$ cat config.mk
export PLATFORM = sky130hd
export DESIGN_NAME = baud_tick_gen
export DESIGN_NICKNAME = d
export VERILOG_FILES = /design/src/rtl/uart_pkg.sv /design/src/rtl/baud_frac_div.sv /design/src/rtl/baud_tick_gen.sv
export SDC_FILE = /design/constraint.sdc
export NUM_CORES = 1
export LEC_CHECK = 0
export BUFFER_PORTS_ARGS = -buffer_cell sky130_fd_sc_hd__buf_2
export CAP_MARGIN = 20
export CORE_MARGIN = 3
export CORE_UTILIZATION = 57
export DETAILED_ROUTE_END_ITERATION = 8
export GPL_ROUTABILITY_DRIVEN = 1
export MAX_ROUTING_LAYER = met4
export PLACE_DENSITY = 0.76
export SLEW_MARGIN = 20
export SYNTH_ARGS = -nofsm -noshare
export SYNTH_HDL_FRONTEND = slang
export SYNTH_SLANG_ARGS = --single-unit
$ cat constraint.sdc
create_clock -name clk -period 3.5 [get_ports clk]
set_input_delay 0.7 -clock clk [delete_from_list [all_inputs] [get_ports clk]]
set_output_delay 0.7 -clock clk [all_outputs]
set_load 0.005 [all_outputs]
$ cat src/rtl/uart_pkg.sv
// Shared types and board constants for the UART front end.
package uart_pkg;

  typedef enum logic [1:0] {
    StIdle = 2'd0,
    StRun  = 2'd1,
    StPend = 2'd2
  } baud_state_e;

  localparam int unsigned CLK_HZ           = 100_000_000;
  // 100 MHz / 115200 = 868.06 clk per bit = 16 * (53 + 1 + 4/16)
  localparam int unsigned BAUD_115200_DIV  = 53;
  localparam int unsigned BAUD_115200_FRAC = 4;
  localparam int unsigned OSR_DEFAULT      = 16;

endpackage

$ cat src/rtl/baud_frac_div.sv
// Fractional clock divider: base counter with a one-cycle period extension
// whenever the fractional accumulator carries.
module baud_frac_div #(
  parameter int unsigned DIV_W  = 16,
  parameter int unsigned FRAC_W = 4
) (
  input  logic              clk,
  input  logic              rst,
  input  logic              cnt_en,
  input  logic              squash,
  input  logic              clr,
  input  logic              load,
  input  logic [DIV_W-1:0]  div,
  input  logic [FRAC_W-1:0] frac,
  output logic              os_tick
);

  logic [DIV_W:0]  base_cnt_q, base_cnt_d;
  logic [DIV_W:0]  term_cnt;
  logic [FRAC_W-1:0] acc_q, acc_d;
  logic [FRAC_W:0] acc_sum;
  logic            extend_q, extend_d;
  logic            at_term;

  always_comb begin
    term_cnt   = {1'b0, div} + {{DIV_W{1'b0}}, extend_q};
    at_term    = (base_cnt_q == term_cnt);
    os_tick    = cnt_en && at_term && !squash;
    acc_sum    = {1'b0, acc_q} + {1'b0, frac};
    base_cnt_d = base_cnt_q;
    acc_d      = acc_q;
    extend_d   = extend_q;
    if (clr) begin
      base_cnt_d = '0;
      acc_d      = '0;
      extend_d   = 1'b0;
    end else begin
      if (cnt_en) begin
        base_cnt_d = at_term ? '0 : base_cnt_q + {{DIV_W{1'b0}}, 1'b1};
      end
      // A divisor swap restarts the fractional phase from zero
      if (load) begin
        acc_d    = '0;
        extend_d = 1'b0;
      end else if (os_tick) begin
        acc_d    = acc_sum[FRAC_W-1:0];
        extend_d = acc_sum[FRAC_W];
      end
    end
  end

  always_ff @(posedge clk or posedge rst) begin
    if (rst) begin
      base_cnt_q <= '0;
      acc_q      <= '0;
      extend_q   <= 1'b0;
    end else begin
      base_cnt_q <= base_cnt_d;
      acc_q      <= acc_d;
      extend_q   <= extend_d;
    end
  end

endmodule

$ cat src/rtl/baud_tick_gen.sv
// Baud tick generator: oversample, mid-bit and bit-boundary ticks with a
// divisor that can be reprogrammed safely at bit boundaries.
module baud_tick_gen
  import uart_pkg::*;
#(
  parameter int unsigned DIV_W  = 16,
  parameter int unsigned FRAC_W = 4,
  parameter int unsigned OSR    = OSR_DEFAULT
) (
  input  logic              clk,
  input  logic              rst,
  input  logic              en,
  input  logic              sync,
  input  logic              cfg_valid,
  output logic              cfg_ready,
  input  logic [DIV_W-1:0]  cfg_div,
  input  logic [FRAC_W-1:0] cfg_frac,
  output logic              os_tick,
  output logic              bit_tick,
  output logic              bit_mid,
  output logic              running,
  output logic              cfg_pending
);

  localparam int unsigned OSR_W = $clog2(OSR);

  baud_state_e       state_q, state_d;
  logic [DIV_W-1:0]  div_reg_q, div_reg_d, div_shadow_q, div_shadow_d;
  logic [FRAC_W-1:0] frac_reg_q, frac_reg_d, frac_shadow_q, frac_shadow_d;
  logic [OSR_W-1:0]  os_cnt_q, os_cnt_d;
  logic              active, cnt_en, sync_act, idle_load, swap, accept;

  baud_frac_div #(
    .DIV_W  (DIV_W),
    .FRAC_W (FRAC_W)
  ) u_frac_div (
    .clk     (clk),
    .rst     (rst),
    .cnt_en  (cnt_en),
    .squash  (sync_act),
    .clr     (idle_load || sync_act),
    .load    (swap),
    .div     (div_reg_q),
    .frac    (frac_reg_q),
    .os_tick (os_tick)
  );

  always_comb begin
    active      = (state_q != StIdle);
    cnt_en      = active && en;
    sync_act    = active && sync;
    running     = active;
    cfg_pending = (state_q == StPend);
    cfg_ready   = (state_q != StPend);
    accept      = cfg_valid && cfg_ready;
    bit_tick    = os_tick && (os_cnt_q == OSR_W'(OSR - 1));
    bit_mid     = os_tick && (os_cnt_q == OSR_W'(OSR / 2 - 1));

    state_d       = state_q;
    div_reg_d     = div_reg_q;
    frac_reg_d    = frac_reg_q;
    div_shadow_d  = div_shadow_q;
    frac_shadow_d = frac_shadow_q;
    idle_load     = 1'b0;
    swap          = 1'b0;

    case (state_q)
      StIdle: begin
        if (accept) begin
          div_reg_d  = cfg_div;
          frac_reg_d = cfg_frac;
          idle_load  = 1'b1;
          state_d    = StRun;
        end
      end
      StRun: begin
        if (accept) begin
          div_shadow_d  = cfg_div;
          frac_shadow_d = cfg_frac;
          state_d       = StPend;
        end
      end
      StPend: begin
        // bit_tick is already squashed by sync, so a realign never swaps
        if (bit_tick) begin
          div_reg_d  = div_shadow_q;
          frac_reg_d = frac_shadow_q;
          swap       = 1'b1;
          state_d    = StRun;
        end
      end
      default: state_d = StIdle;
    endcase

    os_cnt_d = os_cnt_q;
    if (idle_load || sync_act) begin
      os_cnt_d = '0;
    end else if (os_tick) begin
      os_cnt_d = bit_tick ? '0 : os_cnt_q + OSR_W'(1);
    end
  end

  always_ff @(posedge clk or posedge rst) begin
    if (rst) begin
      state_q       <= StIdle;
      div_reg_q     <= '0;
      frac_reg_q    <= '0;
      div_shadow_q  <= '0;
      frac_shadow_q <= '0;
      os_cnt_q      <= '0;
    end else begin
      state_q       <= state_d;
      div_reg_q     <= div_reg_d;
      frac_reg_q    <= frac_reg_d;
      div_shadow_q  <= div_shadow_d;
      frac_shadow_q <= frac_shadow_d;
      os_cnt_q      <= os_cnt_d;
    end
  end

endmodule

## Word-level counts from Yosys, hierarchy flattened

Index checks and enable logic that the tools add are counted.

- $add $sub $neg: 4
- Equal/unequal tests: 9
- Mux-type cells: 26
- Reductions and logical operators: 18

Operators by type and width:

| cell | count |
|---|---|
| 17-bit two-way mux | 3 |
| 16-bit two-way mux | 2 |
| 4-bit two-way mux | 8 |
| 16-bit one-hot mux with 2 select lines | 1 |
| 16-bit by 1-bit adder with 17-bit output | 1 |
| 17-bit by 1-bit adder with 17-bit output, second input constant | 1 |
| 17-bit equality test | 1 |
| 2-bit inequality test, second input constant | 4 |
| 4-bit one-hot mux with 2 select lines | 1 |
| 2-bit nonzero test | 4 |
| 1-bit logical AND | 7 |
| 1-bit two-way mux | 7 |
| 2-bit two-way mux | 3 |
| 2-bit one-hot mux with 3 select lines | 1 |
| 3-bit AND reduction | 2 |
| 4-bit by 4-bit adder with 5-bit output | 1 |
| 4-bit by 1-bit adder with 4-bit output, second input constant | 1 |
| 4-bit by 3-bit equality test with 1-bit output, second input constant | 1 |
| 4-bit equality test, second input constant | 1 |
| 3-bit nonzero test | 1 |
| 2-bit by 1-bit equality test with 1-bit output, second input constant | 1 |
| 2-bit equality test, second input constant | 1 |
| 2-bit logical NOT | 1 |
| 2-bit AND reduction | 1 |
| 2 further kinds | 2 |

- Register bits: 68
- Bits of input ports: 25
- Output and inout bits: 6
- Word-level logic and storage cells: 66

## Depth between registers and ports, before layout

Gate-level depths: netlist of run 1.

- Depth after elaboration: 9
- Gate-level depth with buffers: 12
- Gate-level depth less buffers: 10

## By module

A second synthesis of run 1 with hierarchy kept.

- Cells, all modules: 362
- Area total of the unflattened synthesis: 3907.5 µm²

Modules (own cells, without submodules):

| module | instances | cells each | area an instance (µm²) | sequential area each (µm²) |
|---|---|---|---|---|
| baud_tick_gen | 1 | 147 | 2021.9 | 1151.1 |
| baud_frac_div | 1 | 215 | 1885.6 | 550.5 |

## Least setup slack after synthesis of run 1

OpenSTA, ideal clock, no wires.

- Path type: flip-flop to output port
- Start point: reg u_frac_div.extend_q
- End point: out bit_mid
- Arrival time: 2.533 ns
- Required time: 2.800 ns
- Path slack: 0.267 ns
- Cell stages (with the launch flop): 12
- Buffers on the path: 2
- Path through: dfrtp_1 ha_1 ha_1 nand4_2 nor4_1 xnor2_1 nand4_1 nor4_4 nand3_1 buf_2 clkbuf_1 nor3_1

- Longest elaborated chain between the ends: 5

Ends and longest elaborated chain:

| what | RTL line | source |
|---|---|---|
| from (decl) | baud_frac_div.sv:22 | `logic extend_q, extend_d;` |
| from (signal assigned) | baud_frac_div.sv:60 | `extend_q <= extend_d;` |
| 16-bit by 1-bit adder with 17-bit output | baud_frac_div.sv:26 | `term_cnt = {1'b0, div} + {{DIV_W{1'b0}}, extend_q};` |
| 17-bit equality test | baud_frac_div.sv:27 | `at_term = (base_cnt_q == term_cnt);` |
| 1-bit logical AND (2 in series) | baud_frac_div.sv:28 | `os_tick = cnt_en && at_term && !squash;` |
| 1-bit logical AND | baud_tick_gen.sv:57 | `bit_mid = os_tick && (os_cnt_q == OSR_W'(OSR / 2 - 1));` |
| to (decl) | baud_tick_gen.sv:20 | `output logic bit_mid,` |

No other way between the ends.

## Worst setup path in the final report of run 1

Ends and elaborated chain as after synthesis.

==> results of run 1 <==
## flip-flops by register name (all words and copies together) (netlist names)
| register | cells |
|---|---|
| div_reg_q | 16 |
| div_shadow_q | 16 |
| frac_reg_q | 4 |
| frac_shadow_q | 4 |
| os_cnt_q | 4 |
| state_q | 2 |
| u_frac_div.acc_q | 4 |
| u_frac_div.base_cnt_q | 17 |
| u_frac_div.extend_q | 1 |
## metal layers
layer	track usage (%)	share of wire [%]	vias up
met5	-	0	-
met4	8.37	1.2	0
met3	3.95	3.1	7
met2	34.5	48	40
met1	31.8	48	1409
li1	-	-	1493
## layout make-up
cell class,instances,area (µm²)
clock buffer,11,151
clock inverter,4,48.8
fill,483,2060
inverter,7,26.3
multi-input combinational,311,2090
sequential,68,1700
tap,77,96.3
timing repair buffer,42,244
## power by group through the flow
stage          clock network [mW]  registers, mW  logic (mW)
3_5_place_dp                    0          0.805      0.0571
3_3_place_gp                    0          0.805      0.0560
6_report                    0.662          0.790      0.0558
2_1_floorplan                   0          0.805      0.0301
4_1_cts                     0.670          0.790      0.0573
5_1_grt                     0.705          0.790      0.0634
## logic make-up after synthesis
group	share of synthesized area (%)
DFF	44.5
xor gates and xnor gates	5.73
muxes	12.5
adders and majority gates	3.14
AOI/OAI and AO/OA	9.53
and+or+nand+nor	22.2
buffers and inverters	2.42
## placed cells by master (no fill, tap or decap), drive strengths merged, types with 4 or more instances in the layout
| master | count |
|---|---|
| inv | 7 |
| dfrtp | 68 |
| o311ai | 11 |
| nor2 | 15 |
| ha | 8 |
| nor3 | 5 |
| mux2 | 38 |
| buf | 42 |
| o21ai | 16 |
| nand2 | 96 |
| clkbuf | 11 |
| or2 | 6 |
| nand3 | 32 |
| xnor2 | 18 |
| or3 | 4 |
| nand4 | 7 |
| xor2 | 7 |
| a21oi | 6 |
| nor4 | 4 |
| mux2i | 5 |
## worst reg2reg max path, cell delays in order (launching register included)
cell	delay, ns
dfrtp_1	0.41
ha_4	0.17
nand4_1	0.21
nor3_2	0.30
mux2i_1	0.26
o221ai_2	0.14
nor4_4	0.26
nand3_1	0.12
buf_6	0.18
o21ai_2	0.11
buf_4	0.30
mux2_1	0.39
## how the worst max path moves through the flow
stage / endpoint / slack (ns) / startpoint
after CTS: bit_mid / 0.004 / u_frac_div.extend_q
after floorplan: bit_mid / 0.27 / u_frac_div.extend_q
final: bit_mid / 0.15 / u_frac_div.extend_q
after global routing: bit_mid / 0.005 / u_frac_div.extend_q
after detailed placement: bit_mid / 0.28 / u_frac_div.extend_q
after global placement: bit_mid / 0.35 / u_frac_div.extend_q
## synth_stat cells, types with 2 or more instances
library cell	count	share of area, %
a22o_1	2	0.46
or2_2	6	0.98
dfrtp_1	68	45
buf_4	2	0.39
xor2_1	7	1.6
o21ai_0	14	1.8
nor2b_1	2	0.33
nand4_1	6	0.98
o311ai_0	4	0.92
o31ai_1	3	0.59
a31oi_1	2	0.33
and4_1	2	0.46
clkbuf_1	10	0.98
a21o_1	3	0.59
mux2_1	17	5.0
buf_2	2	0.26
xnor2_1	18	4.1
nor4_1	3	0.49
or3_1	4	0.65
a21oi_1	6	0.79
nand3_1	32	4.2
nand2_1	96	9.4
and3_1	3	0.49
mux2i_1	5	1.3
o311ai_1	7	1.6
ha_1	8	2.6
nor3_2	2	0.52
nor3_1	3	0.39
nor2_1	15	1.5
mux2_2	21	6.2
and2_1	2	0.33
a211oi_1	3	0.59
inv_1	7	0.69
## through the flow
step | cells | instance area (µm²) | power, mW | utilization [%]
floorplan | 401 | 3820 | 0.835 | -
global placement | 502 | 4070 | 0.861 | 63.4
detailed placement | 502 | 4070 | 0.862 | 63.4
CTS | 517 | 4290 | 1.52 | 66.7
global route | 520 | 4360 | 1.56 | 68.0
finish | 520 | 4360 | 1.51 | 68.0
## repair_timing
| item | CTS | global route |
|---|---|---|
| pin swaps | 0 | 3 |
| endpoints found under the setup margin | 2 | 3 |
| buffers inserted | 0 | 3 |
| hold buffers | 0 | 0 |
| endpoints found under the hold margin | 0 | 0 |
| resized for setup | 2 | 10 |
==> results.json, run 1 <==
{
  "cts_root_buf": "clkbuf_8",
  "finalClockSkew_ns": 0.0108,
  "drive_gt1_share_pct": 21.7,
  "cts_buffer_depth": 2,
  "clk_pin_slew_ns": 0.07,
  "viasPerCell": 5.67,
  "synth_cells": 401,
  "slew_violations": 0,
  "dieHeight_um": 87.9,
  "vdd_drop_max_mv": 0.237,
  "dp_slack_ns": 0.281,
  "required_ns": 2.80,
  "clockPowerShare_pct": 43.9,
  "routed_wl_um": 8060,
  "port-buffer-count": 30,
  "min-delay-start": "div_shadow_q[5]",
  "crit_cells": 10,
  "hold_viol_final": 0,
  "ys_seq_area_share_pct": 44.5,
  "async_flop_share_pct": 100,
  "layout.nets": 473,
  "drtIter0Drc": 214,
  "fin_setup_tns_ns": 0,
  "gp_congestion": 0.871,
  "holdCritPathClass": "reg -> reg",
  "max-slew-margin-rel_pct": 25.9,
  "grt_usage_pct": 23.2,
  "overflow": 0,
  "grt_max_degree": 69,
  "setup_ws_ns": 0.149,
  "grt_pass1_wl_um": 13300,
  "r2r_cells": 11,
  "min_to": "div_shadow_q[5]",
  "min_path_cells": 1,
  "worst_path_largest_cell_delay_ns": 0.41,
  "p_comb_share_pct": 3.7,
  "seqPwrFrac_pct": 52.4,
  "slowest_stage": "dfrtp_1",
  "synth.distinct_cells": 49,
  "core_mm2": 0.00642,
  "rsz0062_at_grt": "no",
  "syn2layout_area_growth_pct": 14.2,
  "internal-power_mw": 1.17,
  "worst_slew_pin_slew_ns": 1.11,
  "critical_path.top_delay_family": "simple AND/OR/NAND/NOR gates",
  "min_period_ns": 3.35,
  "synth_edf_count": 0,
  "ys_warn_count": 0,
  "r2r_slack_ns": 0.54,
  "clock_latency_ns": 0.35,
  "p_leak_nw": 2.10,
  "period_share_pct": 95.7,
  "die_w_um": 87.9,
  "max-cap-violations": 0,
  "arrival_ns": 2.65,
  "cts_tree": "done",
  "worst-path-max-fanout": 20,
  "die_area_mm2": 0.00772,
  "ant_nets": 0,
  "synth_ff_type": "dfrtp_1",
  "rows": 29,
  "start_util_pct": 59.5,
  "power.switching_mw": 0.340,
  "antenna_cells": 0,
  "fmax_mhz": 298,
  "syn-num-nets": 435,
  "syn_area_per_cell_um2": 9.53,
  "antenna_found_initial": 0,
  "numCtsBuffers": 9,
  "syn_area_mm2": 0.00382,
  "worst-path-buf-inv": 2,
  "powerDensity_mw_per_mm2": 346,
  "dr.pass1.iters": 4,
  "swShare_pct": 22.5,
  "cp_cell_sequence": "ha_4, nand4_1, nor3_2, mux2i_1, o221ai_2, nor4_4, nand3_1, buf_6, nor3_1, buf_2",
  "r2r-start": "u_frac_div.extend_q",
  "wl_per_cell_um": 15.5,
  "place_hpwl_um": 5550,
  "num_vias": 2949,
  "grt_pass1_vias": 2772,
  "outcome": "complete, no violations",
  "numClockSinks": 68,
  "htree_levels": 3,
  "ioPinCount": 31,
  "route.detailed.drc": 0,
  "r2r-end": "div_reg_q[13]",
  "ys_seq_elements": 68,
  "path_class": "reg -> out",
  "end_kind": "output pin",
  "cp-start-kind": "flop",
  "setup-violations-final": 0,
  "worst_hold_slack_ns": 0.508
}
Power figures use the tool's default switching activity.
==> inputs of run 2 (changes only) <==
--- a/config.mk
+++ b/config.mk
@@ -5,6 +5,7 @@
 export SDC_FILE = /design/constraint.sdc
 export NUM_CORES = 1
 export LEC_CHECK = 0
+export ABC_AREA = 1
 export BUFFER_PORTS_ARGS = -buffer_cell sky130_fd_sc_hd__buf_2
 export CAP_MARGIN = 20
 export CORE_MARGIN = 3
==> run 2 against run 1 <==
  * Non-clock buffer count unchanged
  * Core utilization rose by 0.43 points
  * First-iteration DRC count grew 12%
  * Clock-buffer cell count shrank 1
  * Final cell count grew 36%
  * Synthesized cell count increased by 43%
  * Largest cell class unchanged
==> results.json, run 2 <==
{
  "rows": 30,
  "final_cell_mix": "nand2_1, inv_1, dfrtp_1, nand3_1, nor2_1",
  "max-cap-violations": 0,
  "setup_ws_ns": 0.117,
  "dr.pass1.iters": 5,
  "hold_viol_final": 0,
  "multi_input_area_mm2": 0.00220,
  "port-buffer-count": 30,
  "antenna_cells": 0,
  "netlist.area_leader.share_pct": 40.2,
  "numCtsBuffers": 9,
  "period_share_pct": 96.7,
  "slowest_stage": "dfrtp_1",
  "vdd_drop_max_mv": 0.420,
  "regArea_mm2": 0.00170,
  "syn_area_mm2": 0.00423,
  "fin_setup_tns_ns": 0,
  "dp_slack_ns": 0.447,
  "syn2layout_area_growth_pct": 12.8,
  "outcome": "complete, no violations",
  "drive_gt1_share_pct": 16.9,
  "fmax_mhz": 296,
  "place_hpwl_um": 7060,
  "ioPinCount": 31,
  "largestRegisters": "u_frac_div.base_cnt_q x17, div_reg_q x16, div_shadow_q x16",
  "arrival_ns": 2.68,
  "layout_commonest_cell": "nand2_1",
  "drtIter0Drc": 239,
  "grt_usage_pct": 24.8,
  "ys_seq_elements": 68,
  "synthTopCellsByCount": "nand2_1, inv_1, dfrtp_1",
  "critical_path.top_delay_family": "simple AND/OR/NAND/NOR gates",
  "synth.most_common_cell": "nand2_1",
  "die_area_mm2": 0.00849,
  "ant_nets": 0,
  "synth_ff_type": "dfrtp_1",
  "grt_pass1_vias": 3591,
  "p_leak_nw": 2.42,
  "cts_buffer_depth": 2,
  "clk_pin_slew_ns": 0.09,
  "syn_area_per_cell_um2": 7.38,
  "powerDensity_mw_per_mm2": 692,
  "grt_max_degree": 42,
  "antenna_found_initial": 0,
  "ys_seq_area_share_pct": 40.2,
  "numClockSinks": 68,
  "wl_per_cell_um": 13.7,
  "synth_edf_count": 0,
  "cp-start-kind": "flop",
  "worst_path_largest_cell_delay_ns": 0.42,
  "gp_congestion": 0.952,
  "syn-num-nets": 607,
  "cts_root_buf": "clkbuf_8",
  "end_kind": "output pin",
  "synth_cells": 573,
  "path_common_cell": "nand2_1",
  "slew_violations": 0,
  "regMostFlops": "u_frac_div.base_cnt_q",
  "min_period_ns": 3.38,
  "viasPerCell": 5.35,
  "nFillCells": 609,
  "synth_top_area_cell": "dfrtp_1",
  "die_w_um": 92.2,
  "setup-violations-final": 0,
  "path_class": "reg -> out",
  "max-slew-margin-rel_pct": 42.9,
  "grt_pass1_wl_um": 16300,
  "synth.distinct_cells": 33,
  "overflow": 0,
  "layout.nets": 640,
  "r2r_cells": 17,
  "route.detailed.drc": 0,
  "cp_cell_sequence": "ha_4, ha_4, inv_1, nand2_1, nand2_1, nor2_1, nand3_1, nor2_1, nand2_1, nor2_2, nand3_2, nor2_4, nand2_4, nor4_4, buf_2",
  "worst-path-max-fanout": 6,
  "ys_warn_count": 0,
  "core_mm2": 0.00698,
  "synth_area_leaders": "dfrtp_1, nand2_1, nand3_1",
  "finalClockSkew_ns": 0.0136,
  "num_vias": 3779,
  "routed_wl_um": 9670,
  "worst-path-buf-inv": 2,
  "clock_latency_ns": 0.35,
  "required_ns": 2.80,
  "largest_reg_flops": 17,
  "worst_slew_pin_slew_ns": 0.854,
  "start_util_pct": 60.6,
  "crit_cells": 15,
  "cts_tree": "done",
  "async_flop_share_pct": 100,
  "htree_levels": 3,
  "holdCritPathClass": "in -> async",
  "dieHeight_um": 92.2
}
[run 2: cell types whose count changed after synthesis, sizes merged, moves of 14 or more]
cell / previous run / this run
nor2: 15 / 53
nand2: 96 / 156
o22ai: 1 / 16
inv: 7 / 78
nand3: 32 / 76
mux2: 38 / 0
o21ai: 16 / 31
a21oi: 6 / 20
[run 2: timing repair]
| action | 4_1_cts | 5_1_grt |
|---|---|---|
| endpoints found under the hold margin | 0 | 0 |
| endpoints found under the setup margin | 0 | 3 |
| setup buffers | 0 | 6 |
| hold buffers | 0 | 0 |
| resized for setup | 0 | 11 |
[run 2: per-layer routing]
metal / track usage (%) / wire length [µm]
met1: 31.5 / 4400
met2: 38.9 / 4490
met3: 3.69 / 408
met4: 12.4 / 365
met5: - / 0
[run 2: report_power, final]
part	internal, mW	leakage, nW	switching (mW)
clock	0.403	0.111	0.316
combinational	0.468	1.46	0.850
sequential	1.03	0.846	0.235
[run 2: layout make-up]
| type | instances | share of cell area [%] |
|---|---|---|
| Clock inverter | 6 | 1.83 |
| Multi-Input combinational cell | 406 | 46.1 |
| Timing Repair Buffer | 42 | 5.03 |
| Tap cell | 96 | 2.52 |
| Inverter | 79 | 6.21 |
| Sequential cell | 68 | 35.6 |
| Clock buffer | 10 | 2.67 |
[run 2: cells by family (layout without fill, tap and decap cells)]
group / after synthesis / after routing / synth area share, %
compound gates: 69 / 69 / 8.84
xor+xnor: 22 / 22 / 4.55
fa+ha+maj: 9 / 9 / 2.84
buf+inv: 99 / 137 / 9.34
flops: 68 / 68 / 40.2
simple gates: 306 / 306 / 34.2
[run 2: path summary, 6_finish.rpt]
check / startpoint / end / slack (ns)
max: div_reg_q[0] / bit_mid / 0.12
min: rst / div_reg_q[0] / 0.26
max reg2reg: div_reg_q[0] / frac_reg_q[1] / 0.53
min reg2reg: u_frac_div.acc_q[2] / u_frac_div.acc_q[2] / 0.49
max in group asynchronous: rst / frac_reg_q[1] / 2.52
min in group clk: u_frac_div.acc_q[2] / u_frac_div.acc_q[2] / 0.49
[run 2: metrics by stage]
stage               utilization [%]  power [mW]  instances  instance area [µm²]  hold WS (ns)
floorplan                         -        2.22        573                 4230         0.446
global placement               63.7        2.50        685                 4450         0.460
detailed placement             63.7        2.55        685                 4450         0.474
CTS                            66.8        3.27        701                 4660         0.261
global route                   68.4        3.59        707                 4770         0.269
finish                         68.4        3.30        707                 4770         0.256
==> inputs of run 3 (changes only) <==
==> constraint.sdc (replaced) <==
create_clock -name clk -period 3.5 [get_ports clk]
set_input_delay 0.7 -clock clk [delete_from_list [all_inputs] [get_ports clk]]
set_output_delay 0.7 -clock clk [all_outputs]
set_load 0.02 [all_outputs]
==> run 3 against run 2 <==
  * Clock skew shrank 0.0072 ns
  * Clock power increased by 5.1%
  * Fmax grew 0.14%
  * Flip-flop and latch count stayed put
  * Routed wire length decreased by 0.81%
  * Sequential share of layout area fell by 0.27 points
  * Global-route usage down 0.094 points
==> results.json, run 3 (same netlist as run 2, synthesis figures left out) <==
{
  "path_class": "reg -> out",
  "grt_usage_pct": 24.7,
  "hold_viol_final": 0,
  "rows": 30,
  "die_w_um": 92.2,
  "place_area_mm2": 0.00444,
  "r2r_slack_ns": 0.78,
  "finalClockSkew_ns": 0.00630,
  "clk_pin_slew_ns": 0.08,
  "htree_levels": 3,
  "die_area_mm2": 0.00849,
  "outcome": "complete, no violations",
  "grt_pass1_wl_um": 16500,
  "grt_max_degree": 69,
  "end_kind": "output pin",
  "largest_reg_flops": 17,
  "design_area_mm2": 0.00481,
  "drive_gt1_share_pct": 17.7,
  "place_hpwl_um": 7070,
  "nFillCells": 596,
  "vdd_drop_max_mv": 0.450,
  "min-delay-start": "u_frac_div.acc_q[0]",
  "port-buffer-count": 30,
  "layout.nets": 639,
  "ioPinCount": 31,
  "max-slew-margin-rel_pct": 42.3,
  "drtIter0Drc": 206,
  "r2r-end": "div_reg_q[0]",
  "cts_buffer_depth": 2,
  "holdCritPathClass": "reg -> reg",
  "required_ns": 2.80,
  "min_to": "u_frac_div.acc_q[0]",
  "gp_congestion": 0.958,
  "largestRegisters": "u_frac_div.base_cnt_q x17, div_reg_q x16, div_shadow_q x16",
  "antenna_cells": 0,
  "wl_per_cell_um": 13.6,
  "start_util_pct": 60.6,
  "final_cell_count_no_fill": 706,
  "grt_pass1_vias": 3642,
  "powerDensity_mw_per_mm2": 700,
  "numCtsBuffers": 9,
  "routed_wl_um": 9590,
  "max-cap-violations": 0,
  "num_vias": 3775,
  "syn2layout_area_growth_pct": 13.7,
  "overflow": 0,
  "layout_commonest_cell": "nand2_1",
  "min_path_cells": 2,
  "clock_latency_ns": 0.34,
  "fmax_mhz": 296,
  "cts_tree": "done",
  "worst-path-max-fanout": 6,
  "fin_setup_tns_ns": 0,
  "cts_root_buf": "clkbuf_8",
  "ant_nets": 0,
  "r2r-start": "u_frac_div.extend_q",
  "setup-violations-final": 0,
  "viasPerCell": 5.35,
  "worst_slew_pin_slew_ns": 0.866,
  "antenna_found_initial": 0,
  "r2r_cells": 16,
  "dieHeight_um": 92.2,
  "numClockSinks": 68,
  "period_share_pct": 96.5,
  "p_total_mw": 3.37,
  "arrival_ns": 2.68,
  "route.detailed.drc": 0,
  "hold_buffers": 0,
  "core_mm2": 0.00698,
  "cp-start-kind": "flop",
  "dr.pass1.iters": 5,
  "rsz0062_at_grt": "yes",
  "worst_hold_slack_ns": 0.486,
  "post-place-cells": 684,
  "min_period_ns": 3.38,
  "final_cell_mix": "nand2_1, inv_1, dfrtp_1, nand3_1, nor2_1",
  "slew_violations": 0,
  "p_leak_nw": 2.45,
  "regMostFlops": "u_frac_div.base_cnt_q"
}
==> run 3: cell types whose count changed in the layout (fill, tap and decap cells not counted), sizes merged <==
cell / change
clkinv: -1
buf: -1
clkbuf: +1
==> run 3: power breakdown <==
group	leakage, nW	internal (mW)	total (mW)	switching, mW
combinational	1.49	0.475	1.35	0.874
sequential	0.846	1.03	1.26	0.231
clock	0.120	0.443	0.756	0.313
total	2.45	1.95	3.37	1.42
==> run 3: cell type report <==
cell class	instances	area (µm²)	share of cell area, %
Sequential cell	68	1700	35.4
Clock inverter	5	82.6	1.72
Multi-Input combinational cell	406	2220	46.2
Clock buffer	11	151	3.15
Timing Repair Buffer	41	235	4.89
Tap cell	96	120	2.50
Inverter	79	297	6.16
==> run 3: worst max path at each step <==
stage,from,to,slack (ns)
2_1_floorplan,div_reg_q[0],bit_mid,0.32
3_3_place_gp,div_reg_q[0],bit_tick,0.50
3_5_place_dp,div_reg_q[0],bit_tick,0.42
4_1_cts,div_reg_q[0],bit_tick,0.04
5_1_grt,div_reg_q[0],bit_tick,-0.06
6_report,u_frac_div.extend_q,bit_tick,0.12
==> run 3: worst max-delay path: stages, from the launching register on <==
cell and delay, ns:
dfrtp_1 0.40, ha_4 0.17, ha_4 0.15, nand2_4 0.05
nor2_4 0.18, nand2_1 0.07, nand2_1 0.07, nand3_1 0.08
nor2_1 0.11, nand2_1 0.08, nor2_2 0.13, nand3_2 0.11
nor2_4 0.16, nand2_4 0.10, nor4_4 0.28, buf_4 0.18
==> run 3: per-layer routing <==
metal / vias up / share of wire (%) / track usage, %
met2: 93 / 47 / 39.1
met1: 1762 / 47 / 32.5
met3: 17 / 4.6 / 4.76
met5: - / 0 / -
li1: 1903 / - / -
met4: 0 / 1.6 / 7.43
==> run 3: what timing repair did <==
action / 4_1_cts / 5_1_grt
endpoints found under the setup margin: 0 / 3
resized for setup: 0 / 19
endpoints found under the hold margin: 0 / 0
buffers inserted: 0 / 6
==> run 3: through the flow <==
| step | util, % | setup WS [ns] |
|---|---|---|
| 2_1_floorplan | - | 0.318 |
| 3_3_place_gp | 63.6 | 0.496 |
| 3_5_place_dp | 63.6 | 0.421 |
| 4_1_cts | 67.0 | 0.0411 |
| 5_1_grt | 68.9 | -0.0613 |
| 6_report | 68.9 | 0.121 |
